[src/rtl/uart_frame_driver.sv]
// UART stimulus source: valid/ready byte FIFO feeding a start/data/parity/stop serialiser.
// Define UART_FRAME_DRIVER_PARITY_EN to build the optional parity bit.
module uart_frame_driver #(
  parameter int UART_DATA_SIZE = 8,
  parameter int CLKS_PER_BIT   = 16,
  parameter int FIFO_DEPTH     = 4
) (
  input  logic                          i_clk,
  input  logic                          i_rst,
  input  logic [UART_DATA_SIZE-1:0]     i_data,
  input  logic                          i_valid,
  output logic                          o_ready,
  input  logic                          i_two_stop,
  input  logic [1:0]                    i_parity_mode,
  output logic                          o_tx,
  output logic                          o_busy,
  output logic [$clog2(FIFO_DEPTH):0]   o_fifo_count
);

  localparam int AW = $clog2(FIFO_DEPTH);
  localparam int CW = $clog2(CLKS_PER_BIT);
  localparam int BW = $clog2(UART_DATA_SIZE + 1);
  localparam logic [CW-1:0] CLK_LAST = CW'(CLKS_PER_BIT - 1);
  localparam logic [BW-1:0] BIT_LAST = BW'(UART_DATA_SIZE - 1);
  localparam logic [AW:0]   FULL     = (AW+1)'(FIFO_DEPTH);

  typedef enum logic [2:0] {
    IDLE,
    START,
    DATA,
`ifdef UART_FRAME_DRIVER_PARITY_EN
    PARITY,
`endif
    STOP
  } state_e;

  logic [UART_DATA_SIZE-1:0] mem_q [FIFO_DEPTH];
  logic [AW-1:0]             wr_ptr_q, rd_ptr_q;
  logic [AW:0]               count_q, count_d;
  logic                      push, pop;
  logic [UART_DATA_SIZE-1:0] head;

  state_e                    state_q;
  logic [CW-1:0]             clk_cnt_q;
  logic [BW-1:0]             bit_idx_q;
  logic [UART_DATA_SIZE-1:0] shift_q;
  logic                      two_stop_q;
  logic                      stop_cnt_q;
  logic                      tx_q;
  logic                      bit_end, last_stop;

`ifdef UART_FRAME_DRIVER_PARITY_EN
  logic par_en_q, par_bit_q;
`else
  logic unused_parity;
  assign unused_parity = ^i_parity_mode;
`endif

  assign o_ready      = (count_q != FULL);
  assign o_fifo_count = count_q;
  assign o_tx         = tx_q;
  assign o_busy       = (state_q != IDLE);
  assign push         = i_valid && o_ready;
  assign head         = mem_q[rd_ptr_q];
  assign bit_end      = (clk_cnt_q == CLK_LAST);
  assign last_stop    = (stop_cnt_q == two_stop_q);

  // Pops happen only where a new frame begins: from IDLE or at the last stop cycle.
  always_comb begin
    pop = 1'b0;
    if (count_q != '0) begin
      if (state_q == IDLE)
        pop = 1'b1;
      else if (state_q == STOP && bit_end && last_stop)
        pop = 1'b1;
    end
  end

  always_comb begin
    count_d = count_q;
    if (push && !pop)
      count_d = count_q + 1'b1;
    else if (pop && !push)
      count_d = count_q - 1'b1;
  end

  always_ff @(posedge i_clk) begin
    if (push)
      mem_q[wr_ptr_q] <= i_data;
  end

  always_ff @(posedge i_clk or posedge i_rst) begin
    if (i_rst) begin
      wr_ptr_q <= '0;
      rd_ptr_q <= '0;
      count_q  <= '0;
    end else begin
      if (push) wr_ptr_q <= wr_ptr_q + 1'b1;
      if (pop)  rd_ptr_q <= rd_ptr_q + 1'b1;
      count_q <= count_d;
    end
  end

  always_ff @(posedge i_clk or posedge i_rst) begin
    if (i_rst) begin
      state_q    <= IDLE;
      tx_q       <= 1'b1;
      clk_cnt_q  <= '0;
      bit_idx_q  <= '0;
      shift_q    <= '0;
      two_stop_q <= 1'b0;
      stop_cnt_q <= 1'b0;
`ifdef UART_FRAME_DRIVER_PARITY_EN
      par_en_q   <= 1'b0;
      par_bit_q  <= 1'b0;
`endif
    end else begin
      if (state_q == IDLE || bit_end)
        clk_cnt_q <= '0;
      else
        clk_cnt_q <= clk_cnt_q + 1'b1;
      // Frame config is captured only here, so mid-frame changes are ignored.
      if (pop) begin
        shift_q    <= head;
        two_stop_q <= i_two_stop;
`ifdef UART_FRAME_DRIVER_PARITY_EN
        par_en_q   <= ^i_parity_mode;
        par_bit_q  <= (^head) ^ i_parity_mode[1];
`endif
      end
      unique case (state_q)
        IDLE: begin
          if (pop) begin
            state_q <= START;
            tx_q    <= 1'b0;
          end
        end
        START: begin
          if (bit_end) begin
            state_q   <= DATA;
            tx_q      <= shift_q[0];
            bit_idx_q <= '0;
          end
        end
        DATA: begin
          if (bit_end) begin
            if (bit_idx_q == BIT_LAST) begin
`ifdef UART_FRAME_DRIVER_PARITY_EN
              if (par_en_q) begin
                state_q <= PARITY;
                tx_q    <= par_bit_q;
              end else begin
                state_q    <= STOP;
                tx_q       <= 1'b1;
                stop_cnt_q <= 1'b0;
              end
`else
              state_q    <= STOP;
              tx_q       <= 1'b1;
              stop_cnt_q <= 1'b0;
`endif
            end else begin
              bit_idx_q <= bit_idx_q + 1'b1;
              shift_q   <= shift_q >> 1;
              tx_q      <= shift_q[1];
            end
          end
        end
`ifdef UART_FRAME_DRIVER_PARITY_EN
        PARITY: begin
          if (bit_end) begin
            state_q    <= STOP;
            tx_q       <= 1'b1;
            stop_cnt_q <= 1'b0;
          end
        end
`endif
        STOP: begin
          if (bit_end) begin
            if (!last_stop) begin
              stop_cnt_q <= 1'b1;
            end else if (pop) begin
              state_q <= START;
              tx_q    <= 1'b0;
            end else begin
              state_q <= IDLE;
              tx_q    <= 1'b1;
            end
          end
        end
        default: begin
          state_q <= IDLE;
          tx_q    <= 1'b1;
        end
      endcase
    end
  end

endmodule
[config.mk]
export PLATFORM = sky130hd
export DESIGN_NAME = uart_frame_driver
export DESIGN_NICKNAME = d
export VERILOG_FILES = /design/src/rtl/uart_frame_driver.sv
export SDC_FILE = /design/constraint.sdc
export NUM_CORES = 1
export LEC_CHECK = 0
export CORE_ASPECT_RATIO = 1.25
export CORE_UTILIZATION = 52
export DETAILED_ROUTE_END_ITERATION = 6
export PLACE_DENSITY = 0.76
export SLEW_MARGIN = 20
export SYNTH_ARGS = -nofsm -noshare
export SYNTH_HDL_FRONTEND = slang
export SYNTH_SLANG_ARGS = --single-unit
[constraint.sdc]
create_clock -name i_clk -period 2.5 [get_ports i_clk]
set_input_delay 0.25 -clock i_clk [delete_from_list [all_inputs] [get_ports i_clk]]
set_output_delay 0.25 -clock i_clk [all_outputs]
set_load 0.05 [all_outputs]
==> flow_metrics.env <==
export IMPL_area_growth_pct=18.54
export IMPL_tritoncts="yes"
export IMPL_finalCriticalPeriod_ns=2.349
export IMPL_die_x_um=66.77
export IMPL_rows=29
export IMPL_finalMaxSlewViolations=0
export IMPL_avgSynthCellArea_um2=14.05
export IMPL_root_buffer="clkbuf_8"
export IMPL_synth_most_common_cell="edfxtp_1"
export IMPL_start_kind="flip-flop"
export IMPL_synth_ff_type="edfxtp_1"
export IMPL_floorplan_initialDensity_pct=54.06
export IMPL_ys_types=46
export IMPL_synthesis_area_um2=2726
export IMPL_worstPathCellList="ha_1 -> and3_1 -> a31o_2 -> nand2_2 -> ha_1 -> inv_1 -> fa_1 -> xor2_1 -> nor2_1 -> xor2_1"
export IMPL_ioPinCount=20
export IMPL_synth_cells=194
export IMPL_ys_seq_area_share_pct=60.99
export IMPL_crit_type="flip-flop to flip-flop"
export IMPL_finClkSkew_ns=0.006145
export IMPL_setup_violations=0
export IMPL_synth_nets=220
export IMPL_post_synth_top_area_cell="edfxtp_1"
export IMPL_p_per_area_nw_per_um2=888.0
export IMPL_finalHoldViolations=0
export IMPL_wl_per_cell_um=15.75
export IMPL_nets=249
export IMPL_synth_common_cells="edfxtp_1, dfrtp_1, nand3_1, nand2_1, ha_1"
export IMPL_cts_max_path_buffers=2
export IMPL_timing_fmax_mhz=425.8
export IMPL_drive_above_1_share_pct=18.42
export IMPL_diodes=0
export IMPL_routed_wl_um=4567
export IMPL_die_area_um2=5538
export IMPL_ant_nets=0
export IMPL_first_global_vias=1712
export IMPL_clk_pin_slew_ns=0.07
export IMPL_cp_max_fo=4
export IMPL_worstPathArrival_ns=2.61
export IMPL_portBuffers=17
export IMPL_holdWs_ns=0.2776
export IMPL_ir_drop_uv=546.8
export IMPL_async_flop_share_pct=46.67
export IMPL_route_detailed_drc=0
export IMPL_status="completed"
export IMPL_timing_worst_slew_pin_value_ns=0.5751
export IMPL_core_area_um2=5044
export IMPL_ys_ff_latch=60
export IMPL_dp_hpwl_um=3152
export IMPL_place_gp_congestion=0.7725
export IMPL_rsz0062_at_grt="no"
export IMPL_clock_latency_ns=0.33
export IMPL_grt_max_degree=29
export IMPL_fp_dieH_um=82.96
export IMPL_vias=1670
export IMPL_critical_path_required_ns=2.76
export IMPL_gr_total_overflow=0
export IMPL_maxSlewHeadroom_pct=61.66
export IMPL_synth_top_cell_area_share_pct=35.25
export IMPL_avgViaCountPerCell=5.759
export IMPL_grt_usage_pct=19.74
export IMPL_htreeDepth=3
export IMPL_worst_path_buf_inv=1
export IMPL_power_total_mw=2.870
export IMPL_cp_slowest_cell="dfrtp_1"
export IMPL_leakagePower_nw=1.259
export IMPL_setup_slack_ns=0.1513
export IMPL_cts_setup_buffers=0
export IMPL_yosysWarnings=0
export IMPL_tns_ns=0
export IMPL_grt_pass1_wl_um=7983
export IMPL_numCtsBuffers=9
export IMPL_antenna_found_initial=0
export IMPL_synth_edf_count=32
export IMPL_critPathCaptureType="flip-flop"
export IMPL_place_ws_ns=0.1508
export IMPL_slowest_delay_ns=0.41
export IMPL_synth_area_leaders="edfxtp_1, dfrtp_1, mux4_2"
export IMPL_dr_first_iter_drc_count=135
export IMPL_crit_family="adder cells"
export IMPL_post_route_period_util_pct=93.95
export IMPL_hold_class="input pin to asynchronous set/reset pin"
export IMPL_clock_sinks=60
export IMPL_drv_cap=0
export IMPL_drt_first_pass_iters=6
==> timing repair <==
item,CTS,global route
hold buffers,0,0
setup endpoints to repair,0,1
resized for setup,0,1
==> per-layer routing <==
layer	wire length (um)	global-route usage (%)	part of all wire [%]
met1	1978	25.14	43
met2	2344	30.12	51
met3	160	5.907	3.5
met4	82	10.06	1.8
met5	0	0	0
==> metrics by stage <==
step | util [%] | cell area (um^2) | std cells
after global placement | 59.29 | 2990 | 274
after floorplan | - | 2730 | 194
after detailed placement | 59.29 | 2990 | 274
final | 64.08 | 3232 | 290
after CTS | 64.03 | 3229 | 290
after global routing | 64.08 | 3232 | 290
==> flip-flops by register name, indices dropped and copies added, names as in the netlist <==
signal / cells
rd_ptr_q: 2
clk_cnt_q: 4
mem_q: 32
o_fifo_count: 3
state_q: 2
bit_idx_q: 4
o_tx: 1
two_stop_q: 1
shift_q: 8
wr_ptr_q: 2
stop_cnt_q: 1
==> placed cells by master, fill, tap and decap left out, types with 2 or more instances in the layout <==
| master | n |
|---|---|
| a21oi_1 | 2 |
| a31oi_1 | 2 |
| and3_1 | 7 |
| buf_4 | 7 |
| bufinv_16 | 3 |
| clkbuf_8 | 9 |
| clkdlybuf4s50_1 | 16 |
| dfrtp_1 | 26 |
| edfxtp_1 | 32 |
| ha_1 | 11 |
| inv_1 | 8 |
| mux2_1 | 3 |
| mux4_2 | 8 |
| nand2_1 | 11 |
| nand2_2 | 2 |
| nand3_1 | 15 |
| nand4_1 | 9 |
| nor2_1 | 5 |
| nor3_1 | 3 |
| o211ai_1 | 7 |
| o21ai_0 | 2 |
| o21ai_1 | 2 |
| xnor2_1 | 7 |
| xor2_1 | 3 |
==> final cells by class <==
cell class | instances | area [um^2]
sequential | 60 | 1664
timing repair buffer | 24 | 225.2
inverter | 9 | 33.78
multi-input combinational | 119 | 992.2
clock buffer | 9 | 123.9
clock inverter | 7 | 115.1
tap | 62 | 77.57
fill | 376 | 1812
==> power breakdown <==
| part | internal (mW) | switching, mW | total [mW] | leakage, nW |
|---|---|---|---|---|
| clock network | 0.658 | 0.383 | 1.04 | 0.117 |
| logic | 0.211 | 0.326 | 0.537 | 0.506 |
| registers | 1.21 | 0.0851 | 1.29 | 0.637 |
| total | 2.08 | 0.794 | 2.87 | 1.26 |
==> worst reg2reg max path: cells and delay by family, from the launching register on <==
family	cells	cell delay [ns]
compound gates	1	0.26
xor+xnor	2	0.32
fa+ha+maj	3	0.81
buf+inv	1	0.06
flops	1	0.41
simple gates	3	0.43
==> worst paths after layout <==
| kind | start | end | slack, ns | cells after the start |
|---|---|---|---|---|
| worst min register to register | shift_q[6]$_DFF_PP0_ | shift_q[5]$_DFF_PP0_ | 0.49 | 2 |
| worst max-delay path | clk_cnt_q[0]$_DFF_PP0_ | o_fifo_count[2]$_DFFE_PP0P_ | 0.15 | 10 |
| max in group asynchronous | i_rst | o_tx$_DFFE_PP1P_ | 1.91 | 3 |
| worst min-delay path | i_rst | clk_cnt_q[3]$_DFF_PP0_ | 0.28 | 3 |
| worst max register to register | clk_cnt_q[0]$_DFF_PP0_ | o_fifo_count[2]$_DFFE_PP0P_ | 0.15 | 10 |
| min in group i_clk | shift_q[6]$_DFF_PP0_ | shift_q[5]$_DFF_PP0_ | 0.49 | 2 |
==> kinds of logic after synthesis <==
group | after synthesis | share of synthesized area (%)
compound gates | 25 | 7.114
xor+xnor | 10 | 3.213
fa+ha+maj | 12 | 5.782
buf+inv | 15 | 2.707
flops | 60 | 60.99
mux | 12 | 8.260
simple gates | 60 | 11.93
No activity file was read; power rests on OpenSTA's default activity.
